**config.mk**
```make
export PLATFORM = sky130hd
export DESIGN_NAME = pipeline_hazard_unit
export DESIGN_NICKNAME = d
export VERILOG_FILES = /design/src/rtl/pipeline_hazard_unit_pkg.sv /design/src/rtl/pipeline_hazard_unit_fwd_select.sv /design/src/rtl/pipeline_hazard_unit.sv
export SDC_FILE = /design/constraint.sdc
export NUM_CORES = 1
export LEC_CHECK = 0
export ABC_AREA = 1
export CORE_AREA = 3 3 106 98
export CTS_CLUSTER_DIAMETER = 120
export DETAILED_ROUTE_END_ITERATION = 8
export DIE_AREA = 0 0 109 101
export GPL_TIMING_DRIVEN = 0
export PLACE_DENSITY = 0.86
export SLEW_MARGIN = 30
export SYNTH_ARGS = -nofsm -noshare
export SYNTH_HDL_FRONTEND = slang
export SYNTH_SLANG_ARGS = --single-unit
```
**constraint.sdc**
```tcl
create_clock -name clk -period 2.9 [get_ports clk]
set_input_delay 0.58 -clock clk [delete_from_list [all_inputs] [get_ports clk]]
set_output_delay 0.58 -clock clk [all_outputs]
set_load 0.005 [all_outputs]
```
**src/rtl/pipeline_hazard_unit_pkg.sv**
```systemverilog
// Shared types for the pipeline hazard controller: forward selects, fetch states, reset NOP.
// Pure declarations; no timing or flow-control behaviour of its own.
package pipeline_hazard_unit_pkg;

    typedef enum logic [1:0] {
        FWD_NONE    = 2'd0,
        FWD_MEM_ALU = 2'd1,
        FWD_WB      = 2'd2
    } fwd_sel_t;

    typedef enum logic {
        F_REQ  = 1'b0,
        F_HELD = 1'b1
    } fetch_state_t;

    // addi x0, x0, 0
    localparam logic [31:0] RV_NOP = 32'h0000_0013;

endpackage

```
**src/rtl/pipeline_hazard_unit_fwd_select.sv**
```systemverilog
// Per-operand bypass select: MEM ALU result beats WB, x0 never forwarded.
// Zero latency, purely combinational; no flow control.
module fwd_select
    import pipeline_hazard_unit_pkg::*;
#(
    parameter int REG_IDX_W = 5
) (
    input  logic [REG_IDX_W-1:0] rs_i,
    input  logic                 mem_wr_i,
    input  logic                 mem_load_i,
    input  logic [REG_IDX_W-1:0] mem_rd_i,
    input  logic                 wb_wr_i,
    input  logic [REG_IDX_W-1:0] wb_rd_i,
    output fwd_sel_t             sel_o
);

    always_comb begin
        sel_o = FWD_NONE;
        if (rs_i != '0) begin
            // A load in MEM has no data yet, so only ALU results bypass from MEM.
            if (mem_wr_i && !mem_load_i && (mem_rd_i == rs_i)) begin
                sel_o = FWD_MEM_ALU;
            end else if (wb_wr_i && (wb_rd_i == rs_i)) begin
                sel_o = FWD_WB;
            end
        end
    end

endmodule

```
**src/rtl/pipeline_hazard_unit.sv**
```systemverilog
// Stall/flush/forward control for the 5-stage RV32I pipeline, with fetch buffering and stall counting.
// Controls are combinational from inputs and state; backpressure freezes stages via load enables.
module pipeline_hazard_unit
    import pipeline_hazard_unit_pkg::*;
#(
    parameter int               XLEN      = 32,
    parameter int               REG_IDX_W = 5,
    parameter int               MC_CYCLES = 4,
    parameter int               CNT_W     = 32,
    parameter logic [XLEN-1:0]  NOP_INSTR = XLEN'(RV_NOP)
) (
    input  logic                 clk,
    input  logic                 rst,
    input  logic [REG_IDX_W-1:0] id_rs1,
    input  logic [REG_IDX_W-1:0] id_rs2,
    input  logic [1:0]           id_use_rs,
    input  logic                 id_redirect,
    input  logic [REG_IDX_W-1:0] ex_rs1,
    input  logic [REG_IDX_W-1:0] ex_rs2,
    input  logic [REG_IDX_W-1:0] ex_rd,
    input  logic                 ex_wr,
    input  logic                 ex_load,
    input  logic                 ex_mc,
    input  logic [REG_IDX_W-1:0] mem_rd,
    input  logic                 mem_wr,
    input  logic                 mem_load,
    input  logic                 mem_dreq,
    input  logic [REG_IDX_W-1:0] wb_rd,
    input  logic                 wb_wr,
    input  logic [XLEN-1:0]      instr_mem_rdata,
    input  logic                 instr_mem_resp,
    input  logic                 data_mem_resp,
    output logic                 instr_read,
    output logic [XLEN-1:0]      if_ir,
    output logic                 load_pc,
    output logic                 load_if_id,
    output logic                 load_id_ex,
    output logic                 load_ex_mem,
    output logic                 load_mem_wb,
    output logic                 flush_if_id,
    output logic                 flush_id_ex,
    output logic                 flush_ex_mem,
    output logic [1:0]           id_fwd_a,
    output logic [1:0]           id_fwd_b,
    output logic [1:0]           ex_fwd_a,
    output logic [1:0]           ex_fwd_b,
    output logic [CNT_W-1:0]     stall_cycles
);

    localparam int              MC_W    = $clog2(MC_CYCLES);
    localparam logic [MC_W-1:0] MC_LAST = MC_W'(MC_CYCLES - 1);

    fetch_state_t     state_q, state_d;
    logic [XLEN-1:0]  buf_q, buf_d;
    logic [MC_W-1:0]  mc_cnt_q, mc_cnt_d;
    logic [CNT_W-1:0] stall_q, stall_d;

    fwd_sel_t id_sel_a, id_sel_b, ex_sel_a, ex_sel_b;
    logic     hz_a, hz_b, id_hazard, mc_busy, fetch_rdy;
    logic [4:0] ld;
    logic [2:0] fl;

    // A load in EX is already covered by the ex_wr check.
    logic unused_ex_load;
    assign unused_ex_load = ex_load;

    fwd_select #(.REG_IDX_W(REG_IDX_W)) u_fwd_id_a (
        .rs_i(id_rs1), .mem_wr_i(mem_wr), .mem_load_i(mem_load), .mem_rd_i(mem_rd),
        .wb_wr_i(wb_wr), .wb_rd_i(wb_rd), .sel_o(id_sel_a));
    fwd_select #(.REG_IDX_W(REG_IDX_W)) u_fwd_id_b (
        .rs_i(id_rs2), .mem_wr_i(mem_wr), .mem_load_i(mem_load), .mem_rd_i(mem_rd),
        .wb_wr_i(wb_wr), .wb_rd_i(wb_rd), .sel_o(id_sel_b));
    fwd_select #(.REG_IDX_W(REG_IDX_W)) u_fwd_ex_a (
        .rs_i(ex_rs1), .mem_wr_i(mem_wr), .mem_load_i(mem_load), .mem_rd_i(mem_rd),
        .wb_wr_i(wb_wr), .wb_rd_i(wb_rd), .sel_o(ex_sel_a));
    fwd_select #(.REG_IDX_W(REG_IDX_W)) u_fwd_ex_b (
        .rs_i(ex_rs2), .mem_wr_i(mem_wr), .mem_load_i(mem_load), .mem_rd_i(mem_rd),
        .wb_wr_i(wb_wr), .wb_rd_i(wb_rd), .sel_o(ex_sel_b));

    assign hz_a = id_use_rs[0] && (id_rs1 != '0) &&
                  ((ex_wr && (ex_rd == id_rs1)) || (mem_load && (mem_rd == id_rs1)));
    assign hz_b = id_use_rs[1] && (id_rs2 != '0) &&
                  ((ex_wr && (ex_rd == id_rs2)) || (mem_load && (mem_rd == id_rs2)));
    assign id_hazard = hz_a || hz_b;
    assign mc_busy   = ex_mc && (mc_cnt_q < MC_LAST);
    assign fetch_rdy = ((state_q == F_REQ) && instr_mem_resp) || (state_q == F_HELD);

    // ld = {pc, if_id, id_ex, ex_mem, mem_wb}, fl = {if_id, id_ex, ex_mem}
    always_comb begin
        ld = 5'b11111;
        fl = 3'b000;
        if (mem_dreq && !data_mem_resp) begin
            ld = 5'b00000;
        end else if (mc_busy) begin
            ld = 5'b00011;
            fl = 3'b001;
        end else if (id_hazard || (!fetch_rdy && id_redirect)) begin
            ld = 5'b00111;
            fl = 3'b010;
        end else if (!fetch_rdy) begin
            ld = 5'b01111;
            fl = 3'b100;
        end else begin
            fl = {id_redirect, 2'b00};
        end
    end

    assign {load_pc, load_if_id, load_id_ex, load_ex_mem, load_mem_wb} = rst ? ld : 5'b00000;
    assign {flush_if_id, flush_id_ex, flush_ex_mem}                    = rst ? fl : 3'b000;
    assign id_fwd_a     = rst ? id_sel_a : FWD_NONE;
    assign id_fwd_b     = rst ? id_sel_b : FWD_NONE;
    assign ex_fwd_a     = rst ? ex_sel_a : FWD_NONE;
    assign ex_fwd_b     = rst ? ex_sel_b : FWD_NONE;
    assign instr_read   = rst && (state_q == F_REQ);
    assign if_ir        = (state_q == F_HELD) ? buf_q : instr_mem_rdata;
    assign stall_cycles = stall_q;

    always_comb begin
        state_d  = state_q;
        buf_d    = buf_q;
        mc_cnt_d = mc_cnt_q;
        stall_d  = stall_q;
        case (state_q)
            F_REQ: begin
                if (instr_mem_resp && !load_pc) begin
                    buf_d   = instr_mem_rdata;
                    state_d = F_HELD;
                end
            end
            F_HELD: begin
                if (load_pc) begin
                    state_d = F_REQ;
                end
            end
            default: state_d = F_REQ;
        endcase
        if (load_ex_mem && !flush_ex_mem) begin
            mc_cnt_d = '0;
        end else if (mc_busy) begin
            mc_cnt_d = mc_cnt_q + MC_W'(1);
        end
        if (!load_pc && !(&stall_q)) begin
            stall_d = stall_q + CNT_W'(1);
        end
    end

    always_ff @(posedge clk) begin
        if (!rst) begin
            state_q  <= F_REQ;
            buf_q    <= NOP_INSTR;
            mc_cnt_q <= '0;
            stall_q  <= '0;
        end else begin
            state_q  <= state_d;
            buf_q    <= buf_d;
            mc_cnt_q <= mc_cnt_d;
            stall_q  <= stall_d;
        end
    end

endmodule

```
Word level (Yosys, flattened, before mapping)
Cells that the tools add are included.
- register bits after elaboration: 67
- input port bits: 81
- output and inout bits: 81
- logic and storage cells: 92
- add/sub/neg operators: 2
- reduce and logical (&&, ||, !) cells: 43
- mux-type cells: 30
- equal/unequal tests: 10
- magnitude comparators: 1
- bitwise operators: 2
- operators by type and width (cell ; number):
    $eq 5x5->1 ; 10
    $add 32x1->32 const B ; 1
    $mux 2 ; 16
    $mux 32 ; 1
    $reduce_and 32->1 ; 1
    $logic_and 1x1->1 ; 25
    $mux 5 ; 5
    $reduce_bool 5->1 ; 4
    $mux 3 ; 5
    $logic_not 1->1 ; 6
    $logic_or 1x1->1 ; 5
    $add 2x1->2 const B ; 1
    $lt 2x2->1 const B ; 1
    $mux 1 ; 2
    $not 1->1 ; 2
    $pmux 1 s2 ; 1
    $reduce_and 2->1 ; 1
    $reduce_or 2->1 ; 1

Logic depth before layout (Yosys ltp)
Gate-level depths: netlist (run 1).
- depth after elaboration: 14
- gate-level depth with buffers: 12
- gate-level depth less buffers: 11

Modules after synthesis
From an unflattened synthesis (run 1), not the netlist that was laid out.
- cells, all modules: 993
- area total of the unflattened synthesis: 5439.0 um^2
- by module, submodules not included (module ; cells each ; times used ; sequential area each (um^2) ; area each (um^2)):
    pipeline_hazard_unit ; 709 ; 1 ; 1341.3 ; 4327.9
    fwd_select ; 71 ; 4 ; 0.0 ; 277.8

Worst setup path after synthesis (run 1)
Ideal clock, no wire load.
- path type: input port to output port
- start: input id_rs1[3]
- end: output load_if_id
- required time: 2320 ps
- stages on the path: 8
- slack: 722 ps
- buffers on the path: 1
- arrival time: 1598 ps
- cells stage by stage: or2_2 -> a21oi_1 -> nand3_1 -> nand2_1 -> nand2_1 -> nand4_4 -> buf_4 -> inv_1
- cells in the longest elaborated chain, start to end: 10
- elaborated cells on any way between the ends: 14
- those cells by class: 2 x eq/ne; 4 x mux; 8 x reduce/logical
- RTL lines (what ; line ; source):
    from (decl) ; pipeline_hazard_unit.sv:14 ; input logic [REG_IDX_W-1:0] id_rs1,
    $eq 5x5->1 ; pipeline_hazard_unit.sv:81 ; ((ex_wr && (ex_rd == id_rs1)) || (mem_load && (mem_rd == id_rs1)));
    $logic_and 1x1->1 ; pipeline_hazard_unit.sv:81 ;
    $logic_or 1x1->1 ; pipeline_hazard_unit.sv:81 ;
    $logic_and 1x1->1 * ; pipeline_hazard_unit.sv:80 ; assign hz_a = id_use_rs[0] && (id_rs1 != '0) &&
    $logic_or 1x1->1 * ; pipeline_hazard_unit.sv:84 ; assign id_hazard = hz_a || hz_b;
    $logic_or 1x1->1 * ; pipeline_hazard_unit.sv:97 ; end else if (id_hazard || (!fetch_rdy && id_redirect)) begin
    $mux 5 * ; pipeline_hazard_unit.sv:97 ;
    $mux 5 * ; pipeline_hazard_unit.sv:94 ; end else if (mc_busy) begin
    $mux 5 * ; pipeline_hazard_unit.sv:92 ; if (mem_dreq && !data_mem_resp) begin
    $mux 5 * ; pipeline_hazard_unit.sv:108 ; assign {load_pc, load_if_id, load_id_ex, load_ex_mem, load_mem_wb} = rst ? ld : 5'b00000;
    to (decl) ; pipeline_hazard_unit.sv:36 ; output logic load_if_id,
Every way passes the cells marked *; elsewhere a longest branch is shown, timed or not.

Worst setup path in the final report (run 1)
- start: input ex_rd[0]
- end: output flush_id_ex
- cells in the longest elaborated chain, start to end: 10
- elaborated cells on any way between the ends: 14
- those cells by class: 2 x eq/ne; 4 x mux; 8 x reduce/logical
- RTL lines (what ; line ; source):
    from (decl) ; pipeline_hazard_unit.sv:20 ; input logic [REG_IDX_W-1:0] ex_rd,
    $eq 5x5->1, on equally long branches ; pipeline_hazard_unit.sv:81, pipeline_hazard_unit.sv:83 ;
    $logic_and 1x1->1, on equally long branches ; pipeline_hazard_unit.sv:81, pipeline_hazard_unit.sv:83 ;
    $logic_or 1x1->1, on equally long branches ; pipeline_hazard_unit.sv:81, pipeline_hazard_unit.sv:83 ;
    $logic_and 1x1->1, on equally long branches ; pipeline_hazard_unit.sv:80, pipeline_hazard_unit.sv:82 ;
    $logic_or 1x1->1 * ; pipeline_hazard_unit.sv:84 ;
    $logic_or 1x1->1 * ; pipeline_hazard_unit.sv:97 ;
    $mux 3 * ; pipeline_hazard_unit.sv:97 ;
    $mux 3 * ; pipeline_hazard_unit.sv:94 ;
    $mux 3 * ; pipeline_hazard_unit.sv:92 ;
    $mux 3 * ; pipeline_hazard_unit.sv:109 ; assign {flush_if_id, flush_id_ex, flush_ex_mem} = rst ? fl : 3'b000;
    to (decl) ; pipeline_hazard_unit.sv:41 ; output logic flush_id_ex,
Marks and branches as above.

==> results of run 1 <==
-- path summary, 6_finish.rpt --
| check | startpoint | end | slack (ns) | cells after the start |
|---|---|---|---|---|
| max | ex_rd[0] | flush_id_ex | 0.004 | 10 |
| min | buf_q[0]$_SDFFE_PN1P_ | buf_q[0]$_SDFFE_PN1P_ | 0.46 | 2 |
| max reg2reg | stall_cycles[1]$_SDFFE_PN0P_ | stall_cycles[21]$_SDFFE_PN0P_ | 0.65 | 11 |
| min reg2reg | buf_q[0]$_SDFFE_PN1P_ | buf_q[0]$_SDFFE_PN1P_ | 0.46 | 2 |
-- power by group through the flow --
stage / Clock (mW) / Sequential [mW] / Combinational (mW)
global route: 0.939 / 0.984 / 0.640
CTS: 0.898 / 0.978 / 0.576
detailed placement: 0 / 1.00 / 0.576
global placement: 0 / 0.999 / 0.572
finish: 0.884 / 0.979 / 0.581
floorplan: 0 / 0.995 / 0.271
-- cell families (layout without fill, tap and decap cells) --
group | Yosys count | in the layout | share of synthesized area [%]
AND/OR/NAND/NOR | 438 | 438 | 41.7
XOR/XNOR | 47 | 47 | 8.86
adder cells (fa/ha/maj) | 2 | 2 | 0.538
flip-flops | 67 | 67 | 28.9
buffers and inverters | 94 | 273 | 9.15
AO/OA/AOI/OAI | 92 | 92 | 10.8
-- metal layers --
layer	global-route usage [%]	wire length, um	vias to the layer above
met5	0	0	-
met4	7.77	286	0
met3	6.60	1250	21
met2	44.8	7080	233
met1	37.0	6870	2554
li1	-	-	2769
-- cell usage in the layout, fill, tap and decap left out, types with 3 or more instances in the layout --
cell / netlist / routed
a211oi_1: 5 / 5
a21oi_1: 64 / 63
a221oi_1: 3 / 3
buf_4: 7 / 11
buf_6: 6 / 6
clkbuf_1: 20 / 21
clkbuf_8: 0 / 9
clkdlybuf4s15_1: 0 / 3
clkdlybuf4s50_1: 0 / 122
dfxtp_1: 67 / 67
dlygate4sd2_1: 0 / 22
dlymetal6s2s_1: 0 / 10
inv_1: 56 / 52
inv_2: 4 / 8
inv_6: 0 / 3
nand2_1: 248 / 245
nand2_2: 1 / 3
nand3_1: 78 / 78
nand4_1: 16 / 16
nand4_4: 3 / 3
nor2_1: 51 / 47
nor2_2: 2 / 5
nor3_1: 26 / 26
nor4_2: 1 / 3
o21ai_0: 9 / 8
o22ai_1: 8 / 8
xnor2_1: 13 / 13
xor2_1: 34 / 34
-- worst register-to-register path: cells and delay by family (launching register included) --
family / cells / cell delay [ns]
AND/OR/NAND/NOR: 7 / 1.01
adder cells (fa/ha/maj): 1 / 0.23
flip-flops: 1 / 0.42
AO/OA/AOI/OAI: 1 / 0.08
buffers and inverters: 2 / 0.38
-- synth_stat cells, types with 2 or more instances --
cell type | count | share of area [%]
or2_2 | 2 | 0.27
nand2_1 | 248 | 20
nand4_1 | 16 | 2.2
a21oi_1 | 64 | 6.9
a221oi_1 | 3 | 0.57
nand3_1 | 78 | 8.4
clkbuf_1 | 20 | 1.6
buf_4 | 7 | 1.1
xor2_1 | 34 | 6.4
inv_2 | 4 | 0.32
nand4_4 | 3 | 1.4
nor2_1 | 51 | 4.1
o22ai_1 | 8 | 1.1
nor3b_1 | 2 | 0.32
nor2_2 | 2 | 0.27
nor3_1 | 26 | 2.8
o21ai_0 | 9 | 0.97
dfxtp_1 | 67 | 29
nor4_1 | 2 | 0.27
buf_6 | 6 | 1.5
xnor2_1 | 13 | 2.4
inv_1 | 56 | 4.5
ha_1 | 2 | 0.54
a211oi_1 | 5 | 0.81
-- registers in the layout, summed over array words and instances, names as in the netlist --
signal / cells
buf_q: 32
stall_cycles: 32
mc_cnt_q: 2
state_q: 1
-- cell type report --
type	instances	area share, %
multi-input cells	579	43.9
plain buffers	32	2.77
clock buffers	10	1.91
flip-flops and latches	67	20.0
inverters	60	3.37
well taps	126	2.36
repair buffers	165	24.3
clock inverters	6	1.42
-- repair_timing --
action                                  4_1_cts  5_1_grt
setup buffers                                 7        0
pin swaps                                     8        6
endpoints found under the setup margin       14        8
cloned                                        0        0
gates resized for setup                      38       25
-- stage by stage --
| step | std cells | TNS, ns |
|---|---|---|
| floorplan | 740 | 0 |
| global placement | 1025 | -3.11 |
| detailed placement | 1025 | -3.24 |
| CTS | 1045 | 0 |
| global route | 1045 | -0.195 |
| finish | 1045 | 0 |
==> results.toml, run 1 <==
[power]
powerDensity_nw_per_um2 = 365
power_frac_comb_pct = 23.8
power.total_mw = 2.44
p_leak_nw = 2.87
p_switching_mw = 0.702
seqPwrFrac_pct = 40.0
swShare_pct = 28.7
vdd_drop_max_v = 0.000296
p_int_mw = 1.74
p_clk_share_pct = 36.2

[final_layout]
nFillCells = 817
postLayoutCoreUtil_pct = 70.5
area_growth_pct = 43.9
seq_area_um2 = 1340
n_antenna_cell = 0
final_cell_area_um2 = 6690
layout.nets = 997
drive_gt1_share_pct = 7.51
multi_input_area_um2 = 2930

[global_route]
overflow = 0
first_global_vias = 5014
track_usage_pct = 27.8
antenna_found_initial = 0
grt_pass1_wl_um = 24500
grt_max_degree = 14

[sta]
finalCritPeriodShare_pct = 99.9
rsz0062_at_grt = "true"
clock_skew_ns = 0.0148
timing.final.ws_setup_ns = 0.00377
holdWs_ns = 0.460
setup_viol = 0
hold_viol_final = 0
maxSlewViolCount = 0
relSlewSlack_pct = 61.6
fmax_ghz = 0.345
tightest_slew_ns = 0.576
period_needed_ns = 2.90

[yosys]
yosysWarningCount = 0
syn_avg_cell_area_um2 = 6.28
async_flop_share_pct = 0
synth_edf_count = 0
ys_seq_area_share_pct = 28.9
synth.ff_latch_count = 67
synth_fp_nets = 823
synth.distinct_cells = 36
synthFlopType = "dfxtp_1"
netlist_area_um2 = 4650
synthesis.instances = 740

[die]
die_h_um = 101
die_w_um = 109
dieArea_um2 = 11000
coreArea_um2 = 9490
core.rowCount = 34
start_util_pct = 49.0
io_pins = 162

[drt]
vias = 5577
wl_per_cell_um = 14.8
antenna_left = 0
viasPerCell = 5.34
drc_errors = 0
first_iter_violations = 419
routed_wl_um = 15500
first_pass_iters = 5

[clock_tree]
cts.sinks = 67
worstSkewPairLatency_ns = 0.34
path_clk_slew_ns = 0.07
tritoncts = "done"
cts_root_buf = "clkbuf_8"
htree_levels = 3
cts_made_buffers = 9
hold_buffers = 0
clockBufferDepth = 2

[placement]
dp_hpwl_um = 11700
dp_slack_ns = -0.568
numPortBuffers = 159
place_congestion = 0.958
place_area_um2 = 6400

[worst_setup_path]
criticalPathCategory = "in -> out"
required_ns = 2.32
start_kind = "primary input"
path_buf_inv = 3
end_kind = "output pin"
path_cells = "clkdlybuf4s50_1 -> o21ai_0 -> a21oi_2 -> nand3_1 -> nand2_2 -> nand2_4 -> nand3_1 -> nand2_1 -> inv_1 -> clkdlybuf4s50_1"
critPathTopFamily = "buffers and inverters"
slowest_delay_ns = 0.49
path_max_fanout = 3
arrival_ns = 2.32
cp_slowest_cell = "clkdlybuf4s50_1"

[worst_hold_path]
min_path_type = "reg -> reg"

[flow_run]
cap_violations = 0

[run_status]
status = "finished clean"
Note: power is estimated with default switching activity, not from simulation.
==> inputs of run 2 (changes only) <==
--- a/config.mk
+++ b/config.mk
@@ -11,7 +11,7 @@
 export DETAILED_ROUTE_END_ITERATION = 8
 export DIE_AREA = 0 0 109 101
 export GPL_TIMING_DRIVEN = 0
-export PLACE_DENSITY = 0.86
+export PLACE_DENSITY_LB_ADDON = 0.1
 export SLEW_MARGIN = 30
 export SYNTH_ARGS = -nofsm -noshare
 export SYNTH_HDL_FRONTEND = slang
==> results.toml, run 2 (synthesis results as in run 1) <==
[flow_run]
cap_violations = 0

[global_route]
grt_use_met3_pct = 6.47
track_usage_pct = 30.0
grt.busiest_layer = "met2"
met1_usage_pct = 42.9
first_global_vias = 5307
overflow = 0
use_met2_pct = 45.3
antenna_found_initial = 0
grt_max_degree = 13
grt_pass1_wl_um = 26200

[power]
seqPwrFrac_pct = 41.4
power_frac_comb_pct = 24.8
vdd_drop_max_v = 0.000286
p_clk_share_pct = 33.9
p_leak_nw = 2.78
p_int_mw = 1.64
powerDensity_nw_per_um2 = 358
p_switching_mw = 0.723
swShare_pct = 30.5

[drt]
wl_per_cell_um = 15.8
vias = 5773
first_iter_violations = 535
antenna_left = 0
drc_errors = 0
viasPerCell = 5.52
first_pass_iters = 5
routed_wl_um = 16600

[worst_hold_path]
min_path_type = "reg -> reg"

[die]
start_util_pct = 49.0
io_pins = 162
die_h_um = 101
dieArea_um2 = 11000
coreArea_um2 = 9490
core.rowCount = 34
die_w_um = 109

[worst_setup_path]
path_buf_inv = 3
end_kind = "output pin"
path_max_fanout = 3
required_ns = 2.32
slowest_delay_ns = 0.51
cp_slowest_cell = "clkdlybuf4s50_1"
criticalPathCategory = "in -> out"
path_cells = "clkdlybuf4s50_1 -> inv_1 -> nand3_1 -> nor3_1 -> a211oi_1 -> nand3_1 -> nor2_1 -> clkdlybuf4s50_1"
critPathTopFamily = "buffers and inverters"
arrival_ns = 2.24
start_kind = "primary input"

[final_layout]
layout_common_cells = "nand2_1, clkdlybuf4s50_1, nand3_1, dfxtp_1, a21oi_1"
nFillCells = 836
n_antenna_cell = 0
area_growth_pct = 42.5
postLayoutCoreUtil_pct = 69.8
layout.nets = 997
drive_gt1_share_pct = 7.40
final_common_cell = "nand2_1"

[sta]
timing.setup.tns_ns = 0
tightest_slew_ns = 0.609
setup_viol = 0
finalCritPeriodShare_pct = 97.1
relSlewSlack_pct = 59.1
clock_skew_ns = 0.0135
maxSlewViolCount = 0
fmax_ghz = 0.355
period_needed_ns = 2.82
rsz0062_at_grt = "false"
hold_viol_final = 0

[clock_tree]
cts_made_buffers = 9
tritoncts = "done"
cts.sinks = 67
hold_buffers = 0
worstSkewPairLatency_ns = 0.36
path_clk_slew_ns = 0.08
clockBufferDepth = 2
htree_levels = 3
cts_root_buf = "clkbuf_8"

[placement]
place_congestion = 0.978
numPortBuffers = 159
dp_hpwl_um = 12700

[run_status]
status = "finished clean"
-- run 2: worst paths after layout --
| kind | startpoint | end | slack, ns | cells after the start |
|---|---|---|---|---|
| max reg2reg | stall_cycles[0]$_SDFFE_PN0P_ | stall_cycles[27]$_SDFFE_PN0P_ | 0.60 | 11 |
| max | ex_rs1[2] | ex_fwd_a[1] | 0.08 | 8 |
| min reg2reg | buf_q[0]$_SDFFE_PN1P_ | buf_q[0]$_SDFFE_PN1P_ | 0.46 | 2 |
| min | buf_q[0]$_SDFFE_PN1P_ | buf_q[0]$_SDFFE_PN1P_ | 0.46 | 2 |
-- run 2: timing repair --
action / CTS / global route
pin swaps: 6 / 6
endpoints found under the setup margin: 13 / 8
gates resized for setup: 50 / 17
buffers inserted: 4 / 1
-- run 2: power groups by stage --
stage / logic, mW / clock network, mW / registers [mW]
3_5_place_dp: 0.583 / 0 / 1.00
2_1_floorplan: 0.271 / 0 / 0.995
3_3_place_gp: 0.570 / 0 / 0.998
4_1_cts: 0.581 / 0.808 / 0.979
5_1_grt: 0.641 / 0.844 / 0.983
6_report: 0.586 / 0.802 / 0.979
-- run 2: layer usage --
layer	vias to the layer above	share of wire (%)
li1	2775	-
met1	2643	45
met2	315	43
met3	40	9.1
met4	0	2.3
met5	-	0
-- run 2: tightest hold or removal path, cell delays in order (launching register included) --
cell	delay (ns)
dfxtp_1	0.33
nand2_1	0.05
nand3_1	0.05
-- run 2: final cells by class --
| cell class | count | area, um2 | share of cell area, % |
|---|---|---|---|
| buffer | 33 | 194 | 2.93 |
| clock inverter | 5 | 62.6 | 0.945 |
| inverter | 60 | 225 | 3.40 |
| timing repair buffer | 164 | 1590 | 24.0 |
| clock buffer | 11 | 131 | 1.98 |
| multi-input combinational | 579 | 2920 | 44.1 |
| tap | 126 | 158 | 2.38 |
| sequential | 67 | 1340 | 20.3 |
-- run 2: per-stage QoR --
step	cell area [um2]	cells	hold slack, ns	worst slack [ns]	power, mW
2_1_floorplan	4650	740	0.429	0.722	1.27
3_3_place_gp	6400	1025	0.439	-0.515	1.57
3_5_place_dp	6400	1025	0.448	-0.607	1.58
4_1_cts	6610	1044	0.463	0.000306	2.37
5_1_grt	6620	1045	0.478	0.00521	2.47
6_report	6620	1045	0.465	0.0838	2.37
==> inputs of run 3 (changes only) <==
==> constraint.sdc (replaced) <==
create_clock -name clk -period 3.62 [get_ports clk]
set_input_delay 0.724 -clock clk [delete_from_list [all_inputs] [get_ports clk]]
set_output_delay 0.724 -clock clk [all_outputs]
set_load 0.005 [all_outputs]
==> results.toml, run 3 (synthesis results as in run 1) <==
[run_status]
status = "finished clean"

[worst_hold_path]
hp-start = "buf_q[29]$_SDFFE_PN0P_"
min_path_type = "reg -> reg"
hold_depth = 2
worstHoldEndpoint = "buf_q[29]$_SDFFE_PN0P_"

[sta]
tightest_slew_ns = 0.622
setup_viol = 0
rsz0062_at_grt = "false"
clock_skew_ns = 0.0160
hold_viol_final = 0
relSlewSlack_pct = 58.2
fmax_ghz = 0.289
maxSlewViolCount = 0
finalCritPeriodShare_pct = 95.7
period_needed_ns = 3.47

[power]
powerDensity_nw_per_um2 = 287
power.total_mw = 1.90
p_leak_nw = 2.76
vdd_drop_max_v = 0.000231

[final_layout]
seq_area_um2 = 1340
layout_common_cells = "nand2_1, clkdlybuf4s50_1, nand3_1, dfxtp_1, a21oi_1"
n_antenna_cell = 0
finalNonFillerCells = 1043
layout.nets = 995
drive_gt1_share_pct = 5.67
area_growth_pct = 42.7
multi_input_area_um2 = 2890
final_common_cell = "nand2_1"
final_cell_area_um2 = 6630
postLayoutCoreUtil_pct = 69.9
nFillCells = 821

[worst_setup_path]
rr_worst_depth = 11
rr_endpoint = "stall_cycles[23]$_SDFFE_PN0P_"
start_kind = "primary input"
required_ns = 2.90
slowest_delay_ns = 0.51
criticalPathCategory = "in -> out"
end_kind = "output pin"
arrival_ns = 2.74
cp_slowest_cell = "clkdlybuf4s50_1"
path_max_fanout = 4
path_cells = "clkdlybuf4s50_1 -> nor2_1 -> inv_1 -> a21oi_1 -> o2111ai_1 -> nor4_2 -> nand2_1 -> nor2_1 -> clkdlybuf4s50_1"
r2r-start = "stall_cycles[0]$_SDFFE_PN0P_"
r2r_setup_slack_ns = 1.31

[placement]
dp_hpwl_um = 12700
place_area_um2 = 6400
dp.cells = 1025
place_congestion = 0.978
numPortBuffers = 159

[clock_tree]
cts_root_buf = "clkbuf_8"
hold_buffers = 0
tritoncts = "done"
htree_levels = 3
cts_made_buffers = 9
cts.sinks = 67
path_clk_slew_ns = 0.08
worstSkewPairLatency_ns = 0.36
clockBufferDepth = 2

[flow_run]
cap_violations = 0

[die]
io_pins = 162
dieArea_um2 = 11000
start_util_pct = 49.0
die_w_um = 109
coreArea_um2 = 9490
core.rowCount = 34
die_h_um = 101

[global_route]
overflow = 0
grt_pass1_wl_um = 26000
first_global_vias = 5240
antenna_found_initial = 0
track_usage_pct = 29.7
grt_max_degree = 13

[drt]
first_iter_violations = 491
routed_wl_um = 16400
viasPerCell = 5.47
vias = 5700
wl_per_cell_um = 15.7
first_pass_iters = 6
antenna_left = 0
drc_errors = 0
[run 3: changes by cell type in the layout (fill, tap and decap cells not counted), moves of 2 or more]
cell	before	now
clkbuf_2	5	0
inv_2	7	5
clkdlybuf4s15_1	2	0
o21ai_0	7	9
dlygate4sd2_1	25	4
o21ai_1	2	0
clkdlybuf4s50_1	122	147
buf_4	11	9
inv_1	53	55
clkdlybuf4s15_2	2	0
dlymetal6s2s_1	4	8
[run 3: routing by layer]
layer	up-vias	routed length, um	GRT usage, %
li1	2764	-	-
met1	2621	7350	42.8
met2	283	7120	44.8
met3	32	1610	6.47
met4	0	321	7.48
met5	-	0	0
[run 3: metrics by stage]
step           hold WS, ns  worst slack [ns]  TNS, ns
2_1_floorplan        0.429              1.15        0
5_1_grt              0.478            0.0194        0
4_1_cts              0.463            0.0131        0
6_report             0.462             0.155        0
3_3_place_gp         0.439           -0.0831   -0.189
3_5_place_dp         0.448            -0.175   -0.421
[run 3: timing repair]
item,in CTS,in global routing
pin swaps,1,1
gates resized for setup,6,10
setup buffers,1,1
endpoints found under the setup margin,3,6
[run 3: worst max-delay path: cells and delay by family]
| family | cells | cell delay, ns |
|---|---|---|
| AO/OA/AOI/OAI | 2 | 0.25 |
| AND/OR/NAND/NOR | 4 | 0.70 |
| buffers and inverters | 3 | 1.06 |
[run 3: how the worst max path moves through the flow]
stage | from | endpoint | slack (ns) | cells after the start
CTS | mem_rd[2] | load_if_id | 0.01 | 12
global placement | rst | flush_if_id | -0.08 | 9
finish | mem_load | ex_fwd_b[0] | 0.15 | 9
floorplan | id_rs1[3] | load_if_id | 1.15 | 8
global route | mem_load | ex_fwd_b[0] | 0.02 | 9
detailed placement | id_rs1[0] | flush_if_id | -0.18 | 10
[run 3: cell type report]
type	instances	area share, %
sequential	67	20.2
clock inverter	5	0.943
timing repair buffer	161	24.4
clock buffer	11	1.98
buffer	34	3.02
inverter	60	3.40
tap	126	2.38
multi-input combinational	579	43.6
[run 3: power breakdown]
part | total, mW | internal [mW] | switching [mW]
combinational | 0.475 | 0.238 | 0.237
sequential | 0.785 | 0.766 | 0.0185
clock | 0.641 | 0.322 | 0.319
